<file path="src/rtl/ram_arbiter.sv">
// Round-robin arbiter and command sequencer that shares one single-port SPI RAM between two requesters.
// Optional build macro RAM_ARB_TIMEOUT_EN adds an RD_WAIT timeout and an err flag reported with done.
module ram_arbiter #(
  parameter int WIDTH = 8
`ifdef RAM_ARB_TIMEOUT_EN
  ,
  parameter int TIMEOUT = 4
`endif
) (
  input  logic             clk,
  input  logic             rst,
  input  logic             req0,
  input  logic             req1,
  input  logic             we0,
  input  logic             we1,
  input  logic [WIDTH-1:0] addr0,
  input  logic [WIDTH-1:0] addr1,
  input  logic [WIDTH-1:0] wdata0,
  input  logic [WIDTH-1:0] wdata1,
  output logic             gnt0,
  output logic             gnt1,
  output logic             done0,
  output logic             done1,
  output logic [WIDTH-1:0] rdata0,
  output logic [WIDTH-1:0] rdata1,
  output logic [WIDTH+1:0] ram_din,
  output logic             ram_rx_valid,
  input  logic             ram_tx_valid,
  input  logic [WIDTH-1:0] ram_dout
`ifdef RAM_ARB_TIMEOUT_EN
  ,
  output logic             err
`endif
);

  typedef enum logic [2:0] {
    IDLE    = 3'd0,
    WR_ADDR = 3'd1,
    WR_DATA = 3'd2,
    RD_ADDR = 3'd3,
    RD_CMD  = 3'd4,
    RD_WAIT = 3'd5,
    DONE    = 3'd6
  } state_t;

  state_t           state_q, state_d;
  logic             last_gnt_q, last_gnt_d;
  logic             owner_q, owner_d;
  logic [WIDTH-1:0] addr_q, addr_d;
  logic [WIDTH-1:0] wdata_q, wdata_d;
  logic             gnt0_q, gnt0_d, gnt1_q, gnt1_d;
  logic             done0_q, done0_d, done1_q, done1_d;
  logic [WIDTH-1:0] rdata0_q, rdata0_d, rdata1_q, rdata1_d;
  logic [WIDTH+1:0] din_q, din_d;
  logic             rxv_q, rxv_d;
  logic             grant, win, rd_hit;

`ifdef RAM_ARB_TIMEOUT_EN
  localparam int CNT_W = $clog2(TIMEOUT + 1);
  localparam logic [CNT_W-1:0] CNT_LAST = CNT_W'(TIMEOUT - 1);

  logic [CNT_W-1:0] cnt_q, cnt_d;
  logic             err_q, err_d;
  logic             timed_out;
`endif

  // State and output registers; operand latches carry no reset
  always_ff @(posedge clk) begin
    if (rst) begin
      state_q    <= IDLE;
      last_gnt_q <= 1'b1;
      owner_q    <= 1'b0;
      gnt0_q     <= 1'b0;
      gnt1_q     <= 1'b0;
      done0_q    <= 1'b0;
      done1_q    <= 1'b0;
      rdata0_q   <= '0;
      rdata1_q   <= '0;
      din_q      <= '0;
      rxv_q      <= 1'b0;
`ifdef RAM_ARB_TIMEOUT_EN
      cnt_q      <= '0;
      err_q      <= 1'b0;
`endif
    end else begin
      state_q    <= state_d;
      last_gnt_q <= last_gnt_d;
      owner_q    <= owner_d;
      gnt0_q     <= gnt0_d;
      gnt1_q     <= gnt1_d;
      done0_q    <= done0_d;
      done1_q    <= done1_d;
      rdata0_q   <= rdata0_d;
      rdata1_q   <= rdata1_d;
      din_q      <= din_d;
      rxv_q      <= rxv_d;
`ifdef RAM_ARB_TIMEOUT_EN
      cnt_q      <= cnt_d;
      err_q      <= err_d;
`endif
    end
    addr_q  <= addr_d;
    wdata_q <= wdata_d;
  end

  // Next-state: last_gnt only moves when both requesters contend
  always_comb begin
    state_d    = state_q;
    grant      = 1'b0;
    win        = owner_q;
    last_gnt_d = last_gnt_q;
    rd_hit     = 1'b0;
`ifdef RAM_ARB_TIMEOUT_EN
    timed_out  = 1'b0;
`endif
    unique case (state_q)
      IDLE: begin
        if (req0 || req1) begin
          grant = 1'b1;
          if (req0 && req1) begin
            win        = ~last_gnt_q;
            last_gnt_d = ~last_gnt_q;
          end else begin
            win = req1;
          end
          state_d = (win ? we1 : we0) ? WR_ADDR : RD_ADDR;
        end
      end
      WR_ADDR: state_d = WR_DATA;
      WR_DATA: state_d = DONE;
      RD_ADDR: state_d = RD_CMD;
      RD_CMD:  state_d = RD_WAIT;
      RD_WAIT: begin
        if (ram_tx_valid) begin
          rd_hit  = 1'b1;
          state_d = DONE;
        end
`ifdef RAM_ARB_TIMEOUT_EN
        else if (cnt_q == CNT_LAST) begin
          timed_out = 1'b1;
          state_d   = DONE;
        end
`endif
      end
      DONE:    state_d = IDLE;
      default: state_d = IDLE;
    endcase
  end

  // Outputs are computed from the next state so they line up with it once registered
  always_comb begin
    owner_d = grant ? win : owner_q;
    addr_d  = grant ? (win ? addr1 : addr0) : addr_q;
    wdata_d = grant ? (win ? wdata1 : wdata0) : wdata_q;
    gnt0_d  = (state_d != IDLE) && !owner_d;
    gnt1_d  = (state_d != IDLE) && owner_d;
    done0_d = (state_d == DONE) && !owner_d;
    done1_d = (state_d == DONE) && owner_d;
    rxv_d   = 1'b0;
    din_d   = din_q;
    case (state_d)
      WR_ADDR: begin
        rxv_d = 1'b1;
        din_d = {2'b00, addr_d};
      end
      WR_DATA: begin
        rxv_d = 1'b1;
        din_d = {2'b01, wdata_d};
      end
      RD_ADDR: begin
        rxv_d = 1'b1;
        din_d = {2'b10, addr_d};
      end
      RD_CMD: begin
        rxv_d = 1'b1;
        din_d = {2'b11, {WIDTH{1'b0}}};
      end
      default: ;
    endcase
    rdata0_d = (rd_hit && !owner_q) ? ram_dout : rdata0_q;
    rdata1_d = (rd_hit && owner_q) ? ram_dout : rdata1_q;
`ifdef RAM_ARB_TIMEOUT_EN
    err_d = timed_out;
    cnt_d = (state_q == RD_WAIT) ? cnt_q + 1'b1 : '0;
`endif
  end

  assign gnt0         = gnt0_q;
  assign gnt1         = gnt1_q;
  assign done0        = done0_q;
  assign done1        = done1_q;
  assign rdata0       = rdata0_q;
  assign rdata1       = rdata1_q;
  assign ram_din      = din_q;
  assign ram_rx_valid = rxv_q;
`ifdef RAM_ARB_TIMEOUT_EN
  assign err          = err_q;
`endif

endmodule

</file>
<file path="config.mk">
export PLATFORM = sky130hd
export DESIGN_NAME = ram_arbiter
export DESIGN_NICKNAME = d
export VERILOG_FILES = /design/src/rtl/ram_arbiter.sv
export SDC_FILE = /design/constraint.sdc
export NUM_CORES = 1
export LEC_CHECK = 0
export BUFFER_PORTS_ARGS = -buffer_cell sky130_fd_sc_hd__buf_2
export CORE_ASPECT_RATIO = 0.5
export CORE_MARGIN = 2
export CORE_UTILIZATION = 47
export DETAILED_ROUTE_END_ITERATION = 8
export PLACE_DENSITY = 0.8
export SLEW_MARGIN = 0
export SYNTH_ARGS = -nofsm -noshare
export SYNTH_HDL_FRONTEND = slang
export SYNTH_SLANG_ARGS = --single-unit
</file>
<file path="constraint.sdc">
create_clock -name clk -period 1.5 [get_ports clk]
set_input_delay 0.3 -clock clk [delete_from_list [all_inputs] [get_ports clk]]
set_output_delay 0.3 -clock clk [all_outputs]
set_load 0.03 [all_outputs]
</file>
Word level (Yosys, flattened, before mapping). Cells that the tools add are included.

Bits in registers: 52. Bits of input ports: 47.

Equal/unequal tests: 10. Multiplexer cells: 21. Bitwise gates (word level): 1. Reductions and logical operators: 15.

Operator list (count): 10-bit case mux with 4 select lines (1); 8-bit 2-to-1 mux (4); 3-bit case mux with 6 select lines (1); 3-bit by 2-bit equality test with 1-bit output, second input constant (4); 3-bit equality test, second input constant (4); 1-bit 2-to-1 mux (12); 1-bit logical AND (7); 3-bit by 1-bit equality test with 1-bit output, second input constant (2); 3-bit 2-to-1 mux (2); 4-bit nonzero test (1); 4-bit OR reduction (1); 3-bit logical NOT (1); 3-bit AND reduction (1); 3-bit nonzero test (1); 1-bit logical NOT (2); 2-bit 2-to-1 mux (1); 1-bit logical OR (1); 1-bit NOT (1).

Logic depth before layout (Yosys ltp). Gate-level depths: netlist (run 1).

Depth after elaboration: 11. Mapped depth: 7. Mapped depth without buffers: 4.

Worst setup path after synthesis (run 1). No wires, ideal clock.

Path kind: input -> register. From: in req0. To: reg din_q[0] (netlist: ram_din[0]). Arrival: 1248 ps. Path slack: 135 ps. Cell stages on the path: 6. Cells stage by stage: buf_2 a21boi_2 buf_4 nand2_4 o22a_1 a32o_1.

Longest elaborated chain between the ends: 10.

Ends and longest elaborated chain: start, declared (line 12) `input logic req0,`; 1-bit logical AND (line 120) `if (req0 && req1) begin`; 1-bit 2-to-1 mux (line 120); 1-bit 2-to-1 mux (line 118) `if (req0 || req1) begin`; 1-bit 2-to-1 mux (line 116) `unique case (state_q)`; 1-bit 2-to-1 mux (line 126) `state_d = (win ? we1 : we0) ? WR_ADDR : RD_ADDR;`; 2-bit 2-to-1 mux (line 126); 3-bit 2-to-1 mux (line 118); 3-bit case mux with 6 select lines (line 116); 3-bit equality test (tied with other cells) (line 161) `case (state_d)`; 10-bit case mux with 4 select lines or 4-bit nonzero test (tied branches); end signal, assigned (line 95) `din_q <= din_d;`; end, declared (line 54) `logic [WIDTH+1:0] din_q, din_d;`.

Parallel ways exist; a longest one is shown, timed or not. The select of a mux whose other input is x is not followed. A chain may end at the register's enable or synchronous reset.

Worst setup path in the final report (run 1).
From: reg state_q[1]. To: reg din_q[4] (netlist: ram_din[4]).

Longest elaborated chain between the ends: 5.

Ends and longest elaborated chain: start, declared (line 46) `state_t state_q, state_d;`; start signal, assigned (line 86) `state_q <= state_d;`; parallel branches: the longest is 5 deep, another holds 10-bit case mux with 4 select lines.

Several ways; the timed one is not identified.

==> results of run 1 <==
cell usage after synthesis:
cell | n | area, um^2
nand4b_2 | 1 | 15.0
a21oi_1 | 11 | 55.1
xnor2_1 | 1 | 8.76
o21ai_1 | 2 | 10.0
mux2i_1 | 24 | 240
a32o_1 | 9 | 90.1
nor3_2 | 1 | 10.0
or2_1 | 1 | 6.26
or2b_1 | 3 | 22.5
o21a_1 | 2 | 15.0
nand2_1 | 4 | 15.0
nand2b_1 | 9 | 56.3
clkbuf_1 | 4 | 15.0
nor2_1 | 37 | 139
nor3_4 | 1 | 16.3
a21o_1 | 1 | 7.51
inv_1 | 3 | 11.3
nand2_4 | 1 | 11.3
buf_6 | 2 | 22.5
nand3_2 | 1 | 10.0
nor3_1 | 6 | 30.0
nor4_2 | 1 | 12.5
dfxtp_1 | 44 | 881
o22a_1 | 8 | 70.1
a31oi_1 | 1 | 6.26
nor2b_1 | 2 | 12.5
nand3_1 | 2 | 10.0
buf_2 | 3 | 15.0
buf_4 | 3 | 22.5
xor2_1 | 1 | 8.76
a21boi_2 | 1 | 11.3
o21ai_0 | 2 | 10.0
nor2_4 | 1 | 11.3
layer usage:
| metal | track usage, % | vias up | routed length (um) |
|---|---|---|---|
| met2 | 33.8 | 56 | 2070 |
| met1 | 22.4 | 770 | 1830 |
| met4 | 5.88 | 0 | 80 |
| met5 | 0 | - | 0 |
| met3 | 7.17 | 9 | 322 |
| li1 | - | 847 | - |
worst max-delay path, cell delays in order (launching register included):
cell and delay (ns):
dfxtp_2 0.37, nor3_4 0.29, buf_6 0.15, nand2_4 0.09, o22a_1 0.22, a32o_1 0.22
sequential cells by signal, summed over array words and instances (netlist names), 3 cells and up:
name,flops
rdata1,8
wdata_q,8
ram_din,10
rdata0,8
state_q,3
cell families (layout without fill, tap and decap cells):
logic type / count (synthesis) / after routing / synth area share, %
AO/OA/AOI/OAI: 37 / 37 / 14.7
XOR/XNOR: 2 / 2 / 0.933
buffers and inverters: 15 / 103 / 4.60
flip-flops: 44 / 44 / 46.9
multiplexers: 24 / 24 / 12.8
AND/OR/NAND/NOR: 71 / 71 / 20.1
through the flow:
| step | cells | worst slack (ns) | setup TNS [ns] |
|---|---|---|---|
| 6_report | 335 | 0.0618 | 0 |
| 5_1_grt | 335 | -0.0101 | -0.0178 |
| 4_1_cts | 334 | 0.0128 | 0 |
| 3_5_place_dp | 327 | -0.101 | -0.707 |
| 3_3_place_gp | 327 | 0.00642 | 0 |
| 2_1_floorplan | 193 | 0.135 | 0 |
power by group:
part	internal (mW)	switching, mW	total (mW)
logic	0.639	0.842	1.48
registers	1.45	0.170	1.62
clock network	0.317	0.368	0.685
what timing repair did:
action / in CTS / in global routing
pin swaps: 0 / 2
setup buffers: 0 / 1
resized for setup: 2 / 5
setup endpoints to repair: 8 / 16
worst max-delay path by stage:
stage,slack [ns],depth (start not counted),endpoint,from
2_1_floorplan,0.13,6,ram_din[0],req0
3_3_place_gp,0.006,4,ram_din[1],state_q[0]
3_5_place_dp,-0.10,4,ram_din[3],state_q[0]
4_1_cts,0.01,5,rdata0[7],state_q[1]
5_1_grt,-0.01,5,ram_din[4],state_q[1]
6_report,0.06,5,ram_din[4],state_q[1]
final cells by class:
class	instances	share of cell area (%)
Tap cell	54	2.69
Sequential cell	44	35.3
Timing Repair Buffer	93	21.3
Clock buffer	6	2.89
Multi-Input combinational cell	134	37.2
Clock inverter	1	0.200
Inverter	3	0.449
==> Implementation_results.wiki, run 1 <==
{| class="wikitable"
! Metric !! Value
|-
| Result of the run || complete, no violations
|-
| Clock Skews || 0.00346 ns
|-
| Pre-antenna DRT Iters || 4
|-
| Pwr/cell area || 1510 mW/mm^2
|-
| Synthesized netlist net count || 240
|-
| Die width || 93.4 um
|-
| Routability congestion estimate from global placement || 0.904
|-
| Peak supply drop || 699 uV
|-
| Dpl hpwl || 3.15 mm
|-
| Most common cell after layout, fill and taps aside || buf_2
|-
| Maximum count of clock buffers along a single path || 2
|-
| Global-route wire length before repair || 6.96 mm
|-
| Starting utilization of the core area || 48.6%
|-
| Largest net degree at the start of global routing || 18
|-
| Reported max-cap violation count || 0
|-
| Worst Reg2Reg Path Length in Cells || 5
|-
| Worst hold path depth || 3
|-
| Number of top-level pins || 78
|-
| Antenna violations before repair || 0
|-
| Leakage Power || 1.19 nW
|-
| Avg Cell Area, Syn || 9.73 um^2
|-
| Number of distinct library cell variants in the gate-level netlist after synthesis || 33
|-
| Critical path start-end classification || reg2reg
|-
| Count of unresolved DRC violations after routing || 0
|-
| Residual overflow from global routing || 0
|-
| Final wirelength || 4.31 mm
|-
| Max-slew violation count || 0
|-
| Via count of the first global-routing pass || 1613
|-
| Final Hold Vio Count || 0
|-
| Data arrival time of the worst path || 1.62 ns
|-
| Area of the die || 0.00455 mm^2
|-
| Worst-path clk slew || 0.08 ns
|-
| Violation count after the first detailed-routing iteration || 67
|-
| HP Class || in2reg
|-
| Final period util || 95.9%
|-
| Reg2Reg Launch Point || state_q[1]
|-
| Core outline area || 0.00386 mm^2
|-
| CP max FO || 10
|-
| Most used cells in the layout excluding fill and tap cells || buf_2, dfxtp_1, nor2_1
|-
| Placement-stage cell area || 0.00238 mm^2
|-
| FP Rows || 16
|-
| Number of nets still failing antenna checks after routing || 0
|-
| Floorplan die height || 48.7 um
|-
| Number of levels in the clock H-tree || 2
|-
| Filler cells || 312
|-
| Via count normalized by instance count || 5.02
|-
| Hold buffers post-CTS || 0
|-
| Worst-skew pair later-pin latency || 0.29 ns
|-
| Data required time of the worst path || 1.68 ns
|-
| Sink Count || 44
|-
| Slew @ Worst Pin || 0.504 ns
|-
| Clock tree from TritonCTS || yes
|-
| Maximum clock frequency || 695 MHz
|-
| Min Hold Slack || 0.258 ns
|-
| Vias || 1682
|-
| Average wire per cell in the routed design || 12.9 um
|-
| Startpoint kind of the worst setup timing path || flip-flop
|-
| Cell area after layout || 0.00251 mm^2
|-
| Register-to-register setup slack || 0.06 ns
|-
| Rel. slew slack || 66.2%
|-
| Sequential area share after synthesis || 46.9%
|-
| CTS Root Cell || clkbuf_8
|-
| Area overhead of the layout relative to synthesis || 33.6%
|-
| Post-route core utilization || 64.9%
|-
| Min-delay src || ram_dout[3]
|-
| Critical Path Sink Type || flip-flop
|-
| Total Routing Usage GR || 19.4%
|-
| Number of buffers inserted during clock tree synthesis || 5
|-
| Sequential cell area || 885 um^2
|-
| Count of input and output buffers || 77
|-
| Post-Syn Instances || 193
|-
| Post-route total power || 3.79 mW
|-
| Final Net Count || 328
|-
| Min Clock Period, post-route || 1.44 ns
|-
| Area of combinational cells with multiple inputs || 933 um^2
|-
| Layout cell share with drive strength beyond 1 || 39.1%
|-
| Total of warnings raised by yosys || 0
|-
| Number of failing setup endpoints in the final timing report || 0
|-
| Syn Std Cell Area || 0.00188 mm^2
|-
| Antenna cell count || 0
|-
| Number of synthesized register bits || 44
|-
| End point of the most critical hold path || rdata1[3]
|-
| Capture point of the worst reg-to-reg path || ram_din[4]
|}
Note: power is estimated with default switching activity, not from simulation.
==> run 2, diff against run 1 <==
- CORE_UTILIZATION: 47 -> 50
- PLACE_DENSITY: 0.8 -> 0.85
- clock period: 1.5 -> 1.8 ns (I/O delays scaled with it)
==> Implementation_results.wiki, run 2 (synthesized netlist as in run 1, its figures left out) <==
{| class="wikitable"
! Metric !! Value
|-
| Violation count after the first detailed-routing iteration || 58
|-
| Number of levels in the clock H-tree || 2
|-
| Dpl hpwl || 3.22 mm
|-
| Max-slew violation count || 0
|-
| Count of unresolved DRC violations after routing || 0
|-
| Most used cells in the layout excluding fill and tap cells || buf_2, dfxtp_1, nor2_1
|-
| FP Rows || 15
|-
| HP Class || in2reg
|-
| Filler cells || 274
|-
| Average wire per cell in the routed design || 13.1 um
|-
| Layout cell share with drive strength beyond 1 || 36.3%
|-
| Final Hold Vio Count || 0
|-
| Core outline area || 0.00351 mm^2
|-
| Min-delay src || ram_dout[5]
|-
| Via count normalized by instance count || 5.13
|-
| Residual overflow from global routing || 0
|-
| Clock Skews || 0.00359 ns
|-
| Most common cell after layout, fill and taps aside || buf_2
|-
| CTS Root Cell || clkbuf_8
|-
| Pre-antenna DRT Iters || 4
|-
| Area overhead of the layout relative to synthesis || 28.8%
|-
| Antenna cell count || 0
|-
| Data required time of the worst path || 1.98 ns
|-
| Final period util || 87.8%
|-
| Number of top-level pins || 78
|-
| Maximum count of clock buffers along a single path || 2
|-
| Post-route total power || 3.14 mW
|-
| Min Clock Period, post-route || 1.58 ns
|-
| Pwr/cell area || 1300 mW/mm^2
|-
| Number of failing setup endpoints in the final timing report || 0
|-
| Reported max-cap violation count || 0
|-
| Total Routing Usage GR || 20.3%
|-
| Data arrival time of the worst path || 1.76 ns
|-
| Hold buffers post-CTS || 0
|-
| Peak supply drop || 528 uV
|-
| Number of nets still failing antenna checks after routing || 0
|-
| Floorplan die height || 47.3 um
|-
| Count of cells resized by post-cts repair || 0
|-
| Worst-path clk slew || 0.08 ns
|-
| Total setup buffers inserted after CTS || 0
|-
| Final Net Count || 319
|-
| CP max FO || 8
|-
| RSZ-0062 raised after global routing || false
|-
| Timing startpoint of the critical path || state_q[1]
|-
| Reg2Reg Launch Point || state_q[1]
|-
| Count of input and output buffers || 77
|-
| Maximum clock frequency || 633 MHz
|-
| Antenna violations before repair || 0
|-
| Final wirelength || 4.26 mm
|-
| Routability congestion estimate from global placement || 0.906
|-
| Result of the run || complete, no violations
|-
| Via count of the first global-routing pass || 1463
|-
| Clock tree from TritonCTS || yes
|-
| Final setup slack of the worst path || 0.220 ns
|-
| Startpoint kind of the worst setup timing path || flip-flop
|-
| Starting utilization of the core area || 53.5%
|-
| Die width || 90.7 um
|-
| Global-route wire length before repair || 6.64 mm
|-
| Sink Count || 44
|-
| Worst-skew pair later-pin latency || 0.28 ns
|-
| Leakage Power || 1.14 nW
|-
| Slew @ Worst Pin || 0.559 ns
|-
| # placed instances || 316
|-
| Largest register FFs || 10
|-
| Dpl ws || 0.142 ns
|-
| Number of buffers inserted during clock tree synthesis || 5
|-
| Rel. slew slack || 62.5%
|-
| Sum Neg Setup Slack || 0 ns
|-
| Vias || 1661
|-
| Largest net degree at the start of global routing || 23
|-
| Critical Path Sink Type || flip-flop
|-
| Final cell count without fillers || 324
|-
| Critical path start-end classification || reg2reg
|-
| Area of the die || 0.00429 mm^2
|}
-- run 2: cell types whose count changed in the layout (fill, tap and decap cells not counted), sizes merged --
cell / previous run / this run
buf: 93 / 84
clkbuf: 6 / 7
clkinv: 1 / 0
clkinvlp: 0 / 1
-- run 2: through the flow --
stage	instance area [um^2]	util (%)	hold WS, ns
after floorplan	1880	-	0.458
after global placement	2320	66.0	0.449
after detailed placement	2320	66.0	0.453
after CTS	2410	68.7	0.318
after global routing	2420	68.9	0.320
final	2420	68.9	0.325
-- run 2: power by group --
part           leakage, nW  total, mW  internal [mW]  switching (mW)
Combinational        0.731       1.16          0.483           0.673
Clock               0.0445      0.631          0.312           0.319
Sequential           0.362       1.35           1.20           0.144
Total                 1.14       3.14           2.00            1.14
-- run 2: layout make-up --
cell class	count	area, um^2	area share [%]
multi-input combinational	134	920	38.0
sequential	44	881	36.4
clock buffer	7	86.3	3.57
tap	51	63.8	2.64
clock inverter	1	7.51	0.310
inverter	3	11.3	0.465
timing repair buffer	84	450	18.6
-- run 2: critical path, cell delays in order (launching register included) --
cell and delay [ns]:
dfxtp_1 0.50, nand4b_2 0.25, or2_1 0.42, mux2i_1 0.26, nor2_1 0.05
-- run 2: worst paths after layout --
check               end  depth (start not counted)  slack, ns
min           rdata1[5]                          3       0.33
min reg2reg  ram_din[1]                          1       0.47
max reg2reg   rdata1[0]                          4       0.22
max           rdata1[0]                          4       0.22
-- run 2: per-layer routing --
layer,share of wire [%],wire length (um),track usage (%),up-vias
met5,0,0,0,-
met4,0,0,5.54,0
met1,43,1850,24.3,765
li1,-,-,-,833
met2,50,2120,38.4,63
met3,6.7,287,5.14,0
==> run 3, diff against run 2 <==
- ABC_AREA: unset -> 1
- CORE_MARGIN: 2 -> 1.5
- CORE_UTILIZATION: 50 -> 53
- PLACE_DENSITY: 0.85 -> 0.86
==> Implementation_results.wiki, run 3 <==
{| class="wikitable"
! Metric !! Value
|-
| Number of nets still failing antenna checks after routing || 0
|-
| Number of top-level pins || 78
|-
| Number of levels in the clock H-tree || 2
|-
| CP max FO || 10
|-
| Number of buffers inserted during clock tree synthesis || 5
|-
| CP max stage delay || 0.36 ns
|-
| Data arrival time of the worst path || 1.87 ns
|-
| Layout cell share with drive strength beyond 1 || 29.5%
|-
| Slowest-stage cell, CP || dfxtp_2
|-
| Cell mode on critical path || nand2_1
|-
| Most common cell after layout, fill and taps aside || nand2_1
|-
| Starting utilization of the core area || 56.7%
|-
| Min Hold Slack || 0.307 ns
|-
| Count of unresolved DRC violations after routing || 0
|-
| Final Hold Vio Count || 0
|-
| Antenna violations before repair || 0
|-
| HP Class || in2reg
|-
| Worst-path clk slew || 0.10 ns
|-
| Core outline area || 0.00400 mm^2
|-
| Total setup buffers inserted after CTS || 0
|-
| List of cells traversed by the critical path || nor2_4 -> nand3_4 -> nand2_2 -> nand2_1 -> nand2_1 -> nand2_1 -> nand3_1 -> nand2_1 -> nand2_1 -> nand2_1
|-
| Pwr/cell area || 1490 mW/mm^2
|-
| Total Routing Usage GR || 25.2%
|-
| Leakage Power || 1.49 nW
|-
| Synth top area share || 45.9%
|-
| Critical Path Sink Type || flip-flop
|-
| Largest register FFs || 10
|-
| Area overhead of the layout relative to synthesis || 24.8%
|-
| CTS Root Cell || clkbuf_8
|-
| Average wire per cell in the routed design || 12.6 um
|-
| Simple-Gate Fraction of Synth Area || 38.3%
|-
| Number of distinct library cell variants in the gate-level netlist after synthesis || 27
|-
| Sum Neg Setup Slack || 0 ns
|-
| Final period util || 92.3%
|-
| Residual overflow from global routing || 0
|-
| Maximum count of clock buffers along a single path || 2
|-
| Final wirelength || 5.68 mm
|-
| FP Rows || 16
|-
| Synth area leaders || dfxtp_1, nand2_1, nor2_1
|-
| Clock Skews || 0.0125 ns
|-
| Post-synthesis cell type with the largest combined area || dfxtp_1
|-
| Clock tree from TritonCTS || yes
|-
| Rel. slew slack || 71.9%
|-
| Startpoint kind of the worst setup timing path || flip-flop
|-
| Floorplan die height || 49.3 um
|-
| Async set or reset register ratio after synthesis || 0%
|-
| Total of warnings raised by yosys || 0
|-
| Dpl hpwl || 4.10 mm
|-
| Number of synthesized register bits || 52
|-
| EDFF count, synth || 0
|-
| Largest net degree at the start of global routing || 25
|-
| Slew @ Worst Pin || 0.421 ns
|-
| Global-route wire length before repair || 9.24 mm
|-
| Result of the run || complete, no violations
|-
| Sequential area share after synthesis || 45.9%
|-
| XOR/XNOR share of the synthesized area || 0%
|-
| List of most frequent post-synthesis cells || nand2_1, nor2_1, dfxtp_1
|-
| Final Net Count || 443
|-
| Cell with the most instances after synthesis || nand2_1
|-
| Worst-skew pair later-pin latency || 0.30 ns
|-
| Most common flop cell mapped by yosys || dfxtp_1
|-
| Avg Cell Area, Syn || 7.21 um^2
|-
| Routability congestion estimate from global placement || 0.822
|-
| Vias || 2335
|-
| Area of the die || 0.00471 mm^2
|-
| Adder-cell share of the synthesized area || 0%
|-
| Final cell count without fillers || 451
|-
| Min Clock Period, post-route || 1.66 ns
|-
| Reported max-cap violation count || 0
|-
| Sink Count || 52
|-
| Complex-gate fraction of the synthesized area || 11.2%
|-
| Count of input and output buffers || 77
|-
| Violation count after the first detailed-routing iteration || 78
|-
| Antenna cell count || 0
|-
| Critical path start-end classification || reg2reg
|-
| Synthesized netlist net count || 362
|-
| Maximum clock frequency || 602 MHz
|-
| Combinational family with the most area after synthesis || simple AND/OR/NAND/NOR gates
|-
| Die width || 95.5 um
|-
| # placed instances || 443
|-
| Peak supply drop || 623 uV
|-
| Number of failing setup endpoints in the final timing report || 0
|-
| Syn Std Cell Area || 0.00227 mm^2
|-
| Multiplexer share of the synthesized area || 0%
|-
| Via count normalized by instance count || 5.18
|-
| Post-Syn Instances || 315
|-
| Via count of the first global-routing pass || 2201
|-
| Data required time of the worst path || 2.01 ns
|-
| Most used cells in the layout excluding fill and tap cells || nand2_1, buf_2, nor2_1
|-
| Max-slew violation count || 0
|-
| Pre-antenna DRT Iters || 5
|-
| RSZ-0062 raised after global routing || false
|}
run 3: cell types whose count changed after synthesis, sizes merged, moves of 9 or more:
cell | previous run | this run
a32o | 9 | 0
inv | 3 | 18
mux2i | 24 | 0
nand2 | 5 | 98
nand2b | 9 | 0
nand3 | 3 | 18
nor2 | 38 | 57
o21ai | 4 | 17
run 3: cell type report:
class | instances | area, um^2
Clock inverter | 2 | 15.0
Sequential cell | 52 | 1040
Timing Repair Buffer | 81 | 428
Inverter | 19 | 71.3
Clock buffer | 6 | 82.6
Fill cell | 355 | 1170
Multi-Input combinational cell | 237 | 1120
Tap cell | 54 | 67.6
run 3: routing by layer:
| layer | GRT usage (%) | share of wire, % |
|---|---|---|
| met5 | 0 | 0 |
| met4 | 6.86 | 0.76 |
| met3 | 8.41 | 6.9 |
| met2 | 45.9 | 50 |
| met1 | 27.8 | 42 |
run 3: per-stage QoR:
stage | power, mW | area, um^2 | setup slack (ns) | utilization (%)
finish | 4.22 | 2830 | 0.138 | 70.7
global route | 4.51 | 2830 | 0.00332 | 70.7
CTS | 4.20 | 2830 | 0.128 | 70.6
detailed placement | 3.50 | 2730 | 0.0704 | 68.2
global placement | 3.42 | 2730 | 0.158 | 68.2
floorplan | 3.03 | 2270 | 0.399 | -
run 3: power breakdown:
part	switching (mW)	internal [mW]	total, mW
clock	0.383	0.312	0.694
sequential	0.141	1.51	1.65
combinational	1.25	0.625	1.87
total	1.77	2.45	4.22
run 3: timing repair:
item,CTS,global route
endpoints found under the hold margin,0,0
gates resized for setup,0,3
hold buffers,0,0
endpoints found under the setup margin,0,8
run 3: critical path: cells and delay by family (launching register included):
kind	cells	cell delay [ns]
flops	1	0.36
simple gates	10	1.22
run 3: cell families (layout without fill, tap and decap cells):
kind of cell    after synthesis  in the layout
flops                        52             52
compound gates               42             42
simple gates                195            195
buf+inv                      26            108
run 3: worst paths after layout:
kind / start / endpoint / slack, ns / cells past startpoint
worst max-delay path: state_q[1] / ram_din[4] / 0.14 / 10
worst min-delay path: ram_dout[1] / rdata0[1] / 0.31 / 3
worst max register to register: state_q[1] / ram_din[4] / 0.14 / 10
worst min register to register: ram_din[5] / ram_din[5] / 0.45 / 2
